### src/rtl/ff_seq_pkg.sv
// ff_seq_pkg: shared types, default sizes and the NumWords legality check for the pattern sequencer
package ff_seq_pkg;

    localparam int DEF_WIDTH = 16;
    localparam int DEF_DEPTH = 4;
    localparam int DEF_CNT_W = 8;

    typedef enum logic {
        IDLE,
        RUN
    } state_e;

    function automatic logic num_words_ok(input int unsigned n, input int unsigned depth);
        return (n != 0) && (n <= depth);
    endfunction

endpackage

### src/rtl/ff_seq_table.sv
// ff_seq_table: DEPTH x WIDTH pattern table, synchronous write/clear, combinational read
//   clk_i, rst_i        : clock, synchronous active-high clear of every entry
//   we_i/waddr_i/wdata_i: write port
//   raddr_i/rdata_o     : asynchronous read port
module ff_seq_table
    import ff_seq_pkg::*;
#(
    parameter int WIDTH = DEF_WIDTH,
    parameter int DEPTH = DEF_DEPTH
) (
    input  logic                     clk_i,
    input  logic                     rst_i,
    input  logic                     we_i,
    input  logic [$clog2(DEPTH)-1:0] waddr_i,
    input  logic [WIDTH-1:0]         wdata_i,
    input  logic [$clog2(DEPTH)-1:0] raddr_i,
    output logic [WIDTH-1:0]         rdata_o
);

    logic [WIDTH-1:0] mem_q [DEPTH];

    always_ff @(posedge clk_i) begin
        if (rst_i) begin
            for (int i = 0; i < DEPTH; i++) mem_q[i] <= '0;
        end else if (we_i) begin
            mem_q[waddr_i] <= wdata_i;
        end
    end

    assign rdata_o = mem_q[raddr_i];

endmodule

### src/rtl/ff_pattern_sequencer.sv
// ff_pattern_sequencer: streams a programmable word table over valid/ready, one-shot or looped
//   clk_i, rst_i                 : clock, synchronous active-high reset
//   wr_en_i/wr_addr_i/wr_data_i  : table write port (honoured only while idle)
//   start_i, abort_i             : begin / stop playback
//   loop_i, num_words_i          : playback mode and length, captured at start
//   dout_o/dout_valid_o/dout_ready_i : output stream handshake
//   busy_o, done_o, error_o, word_count_o : status
module ff_pattern_sequencer
    import ff_seq_pkg::*;
#(
    parameter int WIDTH = DEF_WIDTH,
    parameter int DEPTH = DEF_DEPTH,
    parameter int CNT_W = DEF_CNT_W
) (
    input  logic                     clk_i,
    input  logic                     rst_i,
    input  logic                     wr_en_i,
    input  logic [$clog2(DEPTH)-1:0] wr_addr_i,
    input  logic [WIDTH-1:0]         wr_data_i,
    input  logic                     start_i,
    input  logic                     abort_i,
    input  logic                     loop_i,
    input  logic [$clog2(DEPTH):0]   num_words_i,
    output logic [WIDTH-1:0]         dout_o,
    output logic                     dout_valid_o,
    input  logic                     dout_ready_i,
    output logic                     busy_o,
    output logic                     done_o,
    output logic                     error_o,
    output logic [CNT_W-1:0]         word_count_o
);

    localparam int AW = $clog2(DEPTH);

    state_e           state_q, state_d;
    logic [AW-1:0]    idx_q, idx_d, nidx, raddr;
    logic [AW:0]      num_q, num_d;
    logic             loop_q, loop_d, done_q, done_d, err_q, err_d;
    logic [WIDTH-1:0] dout_q, dout_d, rdata, rd0;
    logic [CNT_W-1:0] cnt_q, cnt_d;
    logic             we, xfer, last;

    assign we    = wr_en_i && (state_q == IDLE);
    assign xfer  = (state_q == RUN) && dout_ready_i;
    assign last  = ({1'b0, idx_q} == num_q - 1'b1);
    assign nidx  = last ? '0 : idx_q + 1'b1;
    assign raddr = (state_q == IDLE) ? '0 : nidx;
    // A write landing on entry 0 in the start cycle must be what playback emits first
    assign rd0   = (we && wr_addr_i == '0) ? wr_data_i : rdata;

    ff_seq_table #(.WIDTH(WIDTH), .DEPTH(DEPTH)) u_table (
        .clk_i   (clk_i),
        .rst_i   (rst_i),
        .we_i    (we),
        .waddr_i (wr_addr_i),
        .wdata_i (wr_data_i),
        .raddr_i (raddr),
        .rdata_o (rdata)
    );

    always_comb begin
        state_d = state_q;
        idx_d   = idx_q;
        num_d   = num_q;
        loop_d  = loop_q;
        err_d   = err_q;
        cnt_d   = cnt_q;
        dout_d  = dout_q;
        done_d  = 1'b0;
        if (state_q == IDLE) begin
            if (start_i) begin
                if (num_words_ok(32'(num_words_i), DEPTH)) begin
                    state_d = RUN;
                    idx_d   = '0;
                    num_d   = num_words_i;
                    loop_d  = loop_i;
                    err_d   = 1'b0;
                    cnt_d   = '0;
                    dout_d  = rd0;
                end else begin
                    err_d = 1'b1;
                end
            end
        end else begin
            // An accepted word counts even when abort wins the same cycle
            if (xfer) cnt_d = (cnt_q == '1) ? cnt_q : cnt_q + 1'b1;
            if (abort_i) begin
                state_d = IDLE;
            end else if (xfer) begin
                if (last && !loop_q) begin
                    state_d = IDLE;
                    done_d  = 1'b1;
                end else begin
                    idx_d  = nidx;
                    dout_d = rdata;
                end
            end
        end
    end

    always_ff @(posedge clk_i) begin
        if (rst_i) begin
            state_q <= IDLE;
            idx_q   <= '0;
            num_q   <= '0;
            loop_q  <= 1'b0;
            err_q   <= 1'b0;
            cnt_q   <= '0;
            dout_q  <= '0;
            done_q  <= 1'b0;
        end else begin
            state_q <= state_d;
            idx_q   <= idx_d;
            num_q   <= num_d;
            loop_q  <= loop_d;
            err_q   <= err_d;
            cnt_q   <= cnt_d;
            dout_q  <= dout_d;
            done_q  <= done_d;
        end
    end

    assign dout_o       = dout_q;
    assign dout_valid_o = (state_q == RUN);
    assign busy_o       = (state_q == RUN);
    assign done_o       = done_q;
    assign error_o      = err_q;
    assign word_count_o = cnt_q;

endmodule

### config.mk
export PLATFORM = sky130hd
export DESIGN_NAME = ff_pattern_sequencer
export DESIGN_NICKNAME = d
export VERILOG_FILES = /design/src/rtl/ff_seq_pkg.sv /design/src/rtl/ff_seq_table.sv /design/src/rtl/ff_pattern_sequencer.sv
export SDC_FILE = /design/constraint.sdc
export NUM_CORES = 1
export LEC_CHECK = 0
export CAP_MARGIN = 25
export CORE_MARGIN = 5
export CORE_UTILIZATION = 45
export CTS_BUF_LIST = sky130_fd_sc_hd__clkbuf_8 sky130_fd_sc_hd__clkbuf_16
export DETAILED_ROUTE_END_ITERATION = 8
export PLACE_DENSITY = 0.78
export SLEW_MARGIN = 20
export SYNTH_ARGS = -nofsm -noshare
export SYNTH_HDL_FRONTEND = slang
export SYNTH_HIERARCHICAL = 1
export SYNTH_SLANG_ARGS = --single-unit
### constraint.sdc
create_clock -name clk_i -period 3.6 [get_ports clk_i]
set_input_delay 0.72 -clock clk_i [delete_from_list [all_inputs] [get_ports clk_i]]
set_output_delay 0.72 -clock clk_i [all_outputs]
set_load 0.005 [all_outputs]
== Word level (Yosys, flattened, before mapping) ==
Memory sizes are Yosys's and may differ from the RTL's.
Cells that the tools add are included.

* $add $sub $neg: 3
* $lt $le $gt $ge: 1
* Equal/unequal tests: 6
* Multiplexer cells: 36
* Bitwise operators: 2
* Reduce and logical (&&, ||, !) cells: 16

{| class="wikitable"
|+ Operators by type and width
! kind !! count
|-
| 16-bit two-way mux || 8
|-
| 8-bit two-way mux || 5
|-
| 2-bit two-way mux || 9
|-
| 16-bit OR reduction || 1
|-
| 1-bit two-way mux || 14
|-
| 8-bit by 1-bit adder with 8-bit output, second input constant || 1
|-
| 8-bit equality test, second input constant || 1
|-
| 2-bit inequality test, second input constant || 3
|-
| 1-bit logical AND || 5
|-
| 5-bit AND reduction || 1
|-
| 4-bit AND reduction || 1
|-
| 2-bit nonzero test || 2
|-
| 4-bit OR reduction || 1
|-
| 2-bit by 3-bit equality test with 1-bit output || 1
|-
| 3-bit <= comparator, second input constant || 1
|-
| 3-bit AND reduction || 1
|-
| 3-bit nonzero test || 1
|-
| 3-bit by 1-bit subtractor with 3-bit output, second input constant || 1
|-
| 2-bit by 1-bit adder with 2-bit output, second input constant || 1
|-
| 2-bit zero test || 1
|-
| 2-bit by 1-bit inequality test with 1-bit output, second input constant || 1
|-
| 1-bit NOT || 2
|-
| 2-bit AND reduction || 1
|-
| 1-bit zero test || 1
|}

* Register bits: 33
* Bits in writable memories: 64
* Bits of input ports: 28
* Output and inout port bits: 28
* Logic and storage cells: 73
* Memories kept: 1

{| class="wikitable"
|+ Memory list
! name !! words !! bits a word !! read ports !! clocked after memory_dff !! wr ports !! RTL line !! source
|-
| u_table.mem_q || 4 || 16 || 1 || 0 || 4 || ff_seq_table.sv:20 || <nowiki>logic [WIDTH-1:0] mem_q [DEPTH];</nowiki>
|}

== Logic depth before layout (Yosys ltp) ==
An unclocked memory read counts as a cell.

* Depth after elaboration: 9
* Gate-level depth with buffers: 10
* Mapped depth without buffers: 8

== Cells and area by module ==
Netlist, hierarchy kept.

{| class="wikitable"
|+ Modules (own cells, without submodules)
! module !! times used !! cells each !! area an instance (um^2) !! sequential area each (um^2)
|-
| ff_seq_table || 1 || 162 || 2836.5 || 1921.8
|-
| ff_pattern_sequencer || 1 || 193 || 1747.9 || 660.6
|}

== Least setup slack after synthesis ==
No wires, ideal clock.

* Path kind: register to register
* Start: register num_q[0]
* End: register dout_q[10], in the netlist dout_o[10]
* Library setup time: 138 ps
* Arrival time: 2215 ps
* Required time: 3462 ps
* Path slack: 1247 ps
* Cell stages (with the launch flop): 11
* Buffers on the path: 2
* Clock period less this slack: 2353 ps
* Cell sequence: dfxtp_1 -> inv_1 -> ha_1 -> xor2_1 -> a31o_2 -> nor2_1 -> buf_6 -> buf_6 -> mux4_2 -> mux2i_1 -> a211oi_1

* Cells in the longest elaborated chain, start to end: 9
* Elaborated cells between the ends (all ways): 15
* Classes of those cells: 1 x add/sub; 2 x eq/ne; 9 x mux; 2 x reduce/logical; 1 x memory

{| class="wikitable"
|+ Ends and longest elaborated chain
! what !! RTL line !! source
|-
| start: declaration || ff_pattern_sequencer.sv:37 || <nowiki>logic [AW:0] num_q, num_d;</nowiki>
|-
| start signal: assignment || ff_pattern_sequencer.sv:114 || <nowiki>num_q <= num_d;</nowiki>
|-
| 3-bit by 1-bit subtractor with 3-bit output * || ff_pattern_sequencer.sv:45 || <nowiki>assign last = ({1'b0, idx_q} == num_q - 1'b1);</nowiki>
|-
| 2-bit by 3-bit equality test with 1-bit output * || ff_pattern_sequencer.sv:45 ||
|-
| 2-bit two-way mux * || ff_pattern_sequencer.sv:46 || <nowiki>assign nidx = last ? '0 : idx_q + 1'b1;</nowiki>
|-
| 2-bit two-way mux * || ff_pattern_sequencer.sv:47 || <nowiki>assign raddr = (state_q == IDLE) ? '0 : nidx;</nowiki>
|-
| memory read 4 x 16 bit * || - ||
|-
| via rdata[10] || ff_pattern_sequencer.sv:39 || <nowiki>logic [WIDTH-1:0] dout_q, dout_d, rdata, rd0;</nowiki>
|-
| 16-bit two-way mux (on tied branches) || ff_pattern_sequencer.sv:49, ff_pattern_sequencer.sv:90 ||
|-
| 16-bit two-way mux (on tied branches) || ff_pattern_sequencer.sv:72, ff_pattern_sequencer.sv:89 ||
|-
| 16-bit two-way mux (on tied branches) || ff_pattern_sequencer.sv:71, ff_pattern_sequencer.sv:87 ||
|-
| 16-bit two-way mux * || ff_pattern_sequencer.sv:70 || <nowiki>if (state_q == IDLE) begin</nowiki>
|-
| end signal: assignment || ff_pattern_sequencer.sv:118 || <nowiki>dout_q <= dout_d;</nowiki>
|-
| end: declaration || ff_pattern_sequencer.sv:39 ||
|}

Mark *: on every way through the listed nets, which the timed path passes. The rest lies on a longest branch. The select of a mux whose other input is x is not followed.
A chain may end at the register's enable or synchronous reset.

== Worst setup path after layout ==
* Start: register num_q[0]
* End: register dout_q[2], in the netlist dout_o[2]

Same word-level chain as after synthesis.

==> results.py <==
metrics = {
    "logic_synthesis": {
        "ys_async_sr_fraction_pct": 0,
        "ys_types": 51,
        "syn_nets": 385,
        "synth_seq_area_share_pct": 56.3,
        "syn_area_per_cell_um2": 12.9,
        "synth_area_um2": 4580,
        "ys_seq_elements": 97,
        "netlist_instances": 355,
        "yosysWarnings": 6,
        "ys_dominant_reg_cell": "edfxtp_1",
        "synth-edff-count": 64,
    },
    "pwr": {
        "p_sw_w": 0.000551,
        "internal-power_w": 0.00173,
        "powerDensity_nw_per_um2": 420,
        "netSwitchingFraction_pct": 24.2,
        "ir_drop_mv": 0.242,
        "combPwrFrac_pct": 12.8,
        "p_leak_nw": 1.85,
        "p_seq_share_pct": 56.4,
        "p_clk_share_pct": 30.8,
    },
    "cts": {
        "cts_buffers": 9,
        "clock_latency_ps": 360,
        "clock-sinks": 97,
        "cts_hold_buf": 0,
        "h-tree-depth": 3,
        "cts.path.max_buffers": 2,
        "cts_setup_buffers": 0,
        "cts_root_buf": "clkbuf_8",
        "cts_resized": 0,
        "clk_pin_slew_ps": 90,
        "cts_tree": "yes",
    },
    "sta": {
        "setup_violations": 0,
        "finClkSkew_ps": 12.7,
        "worst_slack_ps": 1020,
        "setup_tns_ps": 0,
        "fin_crit_sh_pct": 71.6,
        "timing.final.crit_period_ps": 2580,
        "drv_slew": 0,
        "rsz0062_at_grt": "no",
        "tightest_slew_ps": 845,
        "max_freq_mhz": 388,
        "hold_viol": 0,
        "relSlewSlack_pct": 43.7,
    },
    "die": {
        "core_area_um2": 9860,
        "fp.dieW_um": 111,
        "num_rows": 36,
        "io_pins": 56,
        "start_util_pct": 46.5,
        "die_y_um": 111,
        "die_area_um2": 12300,
    },
    "worst_setup_path": {
        "crit_buf_inv": 2,
        "r2r_start": "num_q[0]",
        "cpPeakStageDelay_ps": 540,
        "crit_fanout": 16,
        "worst-setup-path-type": "flip-flop to flip-flop",
        "path_cells": "inv_1, ha_1, xor2_1, a31o_2, nor2_2, buf_4, mux4_2, mux2i_1, a211oi_1",
        "critPathLaunchType": "flip-flop",
        "arrival_ps": 2790,
        "path_depth": 9,
        "slowest_stage": "mux4_2",
        "r2r_cells": 9,
        "end_kind": "flip-flop",
        "setup.worst_path.start": "num_q[0]",
        "cp-endpoint": "dout_o[2]",
        "cp_data_required_time_ps": 3810,
        "r2r_setup_slack_ps": 1020,
        "r2r_end": "dout_o[2]",
        "critPathTopFamily": "multiplexers",
    },
    "routing": {
        "via_per_inst": 5.54,
        "wl_um": 9750,
        "drc": 0,
        "antenna_left": 0,
        "wire_per_inst_um": 18.0,
        "vias": 3007,
        "drt_pass1_iterations": 4,
        "drt-initial-drc-count": 207,
    },
    "placement": {
        "dp_hpwl_um": 6510,
        "dp_worst_setup_slack_ps": 809,
        "gp_congestion": 0.783,
        "portBuffers": 55,
    },
    "global_routing": {
        "grt_pass1_wl_um": 16000,
        "antenna_found_initial": 0,
        "grt_pass1_vias": 3086,
        "gr-usage-all-layers_pct": 16.3,
        "grt_max_degree": 20,
        "grt_overflow": 0,
    },
    "finish": {
        "drive_gt1_share_pct": 11.7,
        "final_nets": 435,
        "num_antenna_cells": 0,
        "area_growth_pct": 18.2,
        "final_cell_mix": "and2_1, edfxtp_1, clkdlybuf4s50_1",
        "fillCellCount": 828,
    },
    "hold_path": {
        "hold_path.class": "flip-flop to flip-flop",
    },
    "status": {
        "status": "finished clean",
    },
    "job": {
        "drv_cap": 0,
    },
}
[worst register-to-register path: cells and delay by family (launching register included)]
kind                       cells  cell delay, ps
AOI/OAI and AO/OA              2             370
DFF                            1             350
adders and majority gates      1             310
xor gates and xnor gates       1             190
and+or+nand+nor                1              80
buffers and inverters          2             390
muxes                          2             740
[per-stage QoR]
| step | util [%] | area [um2] | hold WS (ps) | std cells | total power (W) |
|---|---|---|---|---|---|
| floorplan | - | 4580 | 439 | 355 | 0.00147 |
| global placement | 52.9 | 5220 | 449 | 527 | 0.00159 |
| detailed placement | 52.9 | 5220 | 459 | 527 | 0.00160 |
| CTS | 54.9 | 5420 | 481 | 543 | 0.00230 |
| global route | 54.9 | 5420 | 501 | 543 | 0.00238 |
| finish | 54.9 | 5420 | 476 | 543 | 0.00228 |
[layout make-up]
type | instances | area, um2 | area share (%)
inverters | 8 | 30.0 | 0.554
multi-input cells | 226 | 1830 | 33.8
clock buffers | 9 | 124 | 2.29
repair buffers | 63 | 611 | 11.3
flip-flops and latches | 97 | 2580 | 47.7
clock inverters | 7 | 71.3 | 1.32
well taps | 133 | 166 | 3.07
[worst min path at each step]
stage	start	to	cells past startpoint
after global placement	error_o	error_o	1
final	error_o	error_o	1
after floorplan	loop_q	done_o	1
after global routing	error_o	error_o	1
after detailed placement	error_o	error_o	1
after CTS	error_o	error_o	1
[registers in the layout (all words and copies together) (netlist names)]
signal / flops
busy_o: 1
done_o: 1
word_count_o: 8
idx_q: 2
error_o: 1
num_q: 3
u_table/mem_q: 64
loop_q: 1
dout_o: 16
[power by group through the flow]
stage               Sequential (W)  Combinational [W]  Clock, W
floorplan                  0.00130           0.000174         0
global placement           0.00131           0.000287         0
detailed placement         0.00131           0.000294         0
CTS                        0.00129           0.000295  0.000720
global route               0.00129           0.000318  0.000770
finish                     0.00128           0.000291  0.000701
[logic make-up (layout without fill, tap and decap cells)]
family | count (synthesis) | in the layout | synth area share [%]
fa+ha+maj | 2 | 2 | 0.546
flops | 97 | 97 | 56.3
buf+inv | 32 | 87 | 3.85
simple gates | 128 | 128 | 17.5
xor+xnor | 3 | 3 | 0.573
compound gates | 60 | 60 | 9.66
mux | 33 | 33 | 11.6
[routing by layer]
| layer | vias to the layer above | wire length, um | track usage [%] |
|---|---|---|---|
| met5 | - | 0 | 0 |
| met3 | 5 | 623 | 4.53 |
| met4 | 0 | 53 | 3.04 |
| li1 | 1442 | - | - |
| met2 | 97 | 4970 | 28.4 |
| met1 | 1463 | 4110 | 20.4 |
[synth_stat cells, types with 4 or more instances]
master,number,share of area [%]
dfxtp_1,33,14
a21oi_1,7,0.76
buf_6,4,0.98
and2_1,64,8.7
nor2_1,4,0.33
mux2i_1,17,3.7
buf_2,8,0.87
a211oi_1,19,3.1
inv_1,8,0.66
nand3_1,7,0.76
o21ai_0,6,0.66
nor3_1,19,2.1
mux4_2,16,7.9
nand2_1,6,0.49
edfxtp_1,64,42
or3_1,4,0.55
o21a_1,4,0.66
clkbuf_1,7,0.57
buf_4,4,0.66
Power figures use the tool's default switching activity.
==> variant, RTL diff (same settings) <==
Change the package constant `DEF_WIDTH` from 16 to 18.
--- a/src/rtl/ff_seq_pkg.sv
+++ b/src/rtl/ff_seq_pkg.sv
@@ -3,3 +3,3 @@
 
-    localparam int DEF_WIDTH = 16;
+    localparam int DEF_WIDTH = 18;
     localparam int DEF_DEPTH = 4;
Ports: changed (resized dout_o and wr_data_i); port bits go from 56 to 60. No check against the original RTL was run, so the function may have changed too.
==> variant against the original RTL <==
Sequential cell count increased by 10. Non-clock buffer count increased by 5. Cell area increased by 13%. Routed wire length increased by 17%. Critical path type unchanged. Clock skew decreased by 0.0067 ns. Synthesized cell count increased by 7.9%. Sequential power increased by 11%. Largest power group unchanged. Synthesized area increased by 14%. Hold slack improved by 0.0098 ns. Critical path depth unchanged. Total power increased by 18%. Worst setup slack got worse by 0.30 ns.
==> variant: results (changes against the original RTL) <==
The met1 usage in global routing came to 0.220 (was 0.204). The final standard cell count with taps included and fillers excluded is 585 (was 543). The cell internal power dissipation is 2.08 mW (was 1.73 mW). The initial DRC count came out at 290 (was 207). The number of buffers other than clock buffers in the final layout is 68 (was 63). The routed length per placed instance was 19.5 um (was 18.0 um). The gate count after technology mapping is 383 (was 355). The count of buffers from port buffering came to 59 (was 55). The final weighted congestion in routability-driven placement came out at 0.799 (was 0.783). The global router's overall resource usage came out at 0.167 (was 0.163).

The wire length on met2 came out at 5.69 mm (was 4.97 mm). The total area of multi-input combinational cells was 2150 um2 (was 1830 um2). The worst supply voltage drop on vdd came out at 272 uV (was 242 uV). The area fraction of clock buffers and clock inverters is 0.0454 (was 0.0360). The static power due to leakage came out at 2.09 nW (was 1.85 nW).

The library cell used as clock root buffer is sky130_fd_sc_hd__clkbuf_16 (was sky130_fd_sc_hd__clkbuf_8). The share of cell area taken by flip-flops and latches came to 0.466 (was 0.477). The clock-pin slew of the registers on the worst-case setup and hold paths is 0.07 ns (was 0.09 ns). Leading post-synthesis cells by cell area: sky130_fd_sc_hd__edfxtp_1, sky130_fd_sc_hd__dfxtp_1, sky130_fd_sc_hd__and2_1 (unchanged).

The sequential group power was 1.42 mW (was 1.28 mW). The number of flip-flops in the largest register is 72 (was 64). The number of instances in the placed design came out at 569 (was 527).

The maximum number of pins on one net before global-route repair is 28 (was 20). The number of nets in the finished design is 469 (was 435). The biggest fanout along the worst timing path is 18 (was 16). The routed via count is 3344 (was 3007). The share of total power in sequential cells is 0.527 (was 0.564). The final design instance area without fill was 6150 um2 (was 5420 um2). The stage delay of the slowest cell on the critical path is 0.61 ns (was 0.54 ns). The count of multi-input gates came to 245 (was 226). The number of sequential cells was 107 (was 97). Most common library cells after synthesis: sky130_fd_sc_hd__and2_1, sky130_fd_sc_hd__edfxtp_1, sky130_fd_sc_hd__dfxtp_1 (unchanged). The half-perimeter wire length after placement is 7.39 mm (was 6.51 mm).

Result of the run: complete, no violations (unchanged). The setup skew after layout is 0.00595 ns (was 0.0127 ns). The master of the slowest instance on the critical path is sky130_fd_sc_hd__mux4_1 (was sky130_fd_sc_hd__mux4_2).
==> variant: cells by family after synthesis <==
group                      count (synthesis)  synth area share
xor gates and xnor gates                   4           0.00673
adders and majority gates                  2           0.00480
AOI/OAI and AO/OA                         61            0.0987
and+or+nand+nor                          141             0.180
DFF                                      107             0.550
muxes                                     37             0.120
buffers and inverters                     31            0.0396
==> variant: worst max-delay path: cells and delay by family (launching register included) <==
family | cells | cell delay [ns]
buf+inv | 2 | 0.41
fa+ha+maj | 1 | 0.31
mux | 2 | 0.78
simple gates | 1 | 0.13
compound gates | 2 | 0.35
xor+xnor | 1 | 0.38
flops | 1 | 0.36
==> variant: final timing paths <==
path                                from    endpoint  slack (ns)  cells after the start
worst max register to register  num_q[0]  dout_o[17]        0.72                      9
worst min register to register   error_o     error_o        0.49                      1
worst max-delay path            num_q[0]  dout_o[17]        0.72                      9
worst min-delay path             error_o     error_o        0.49                      1
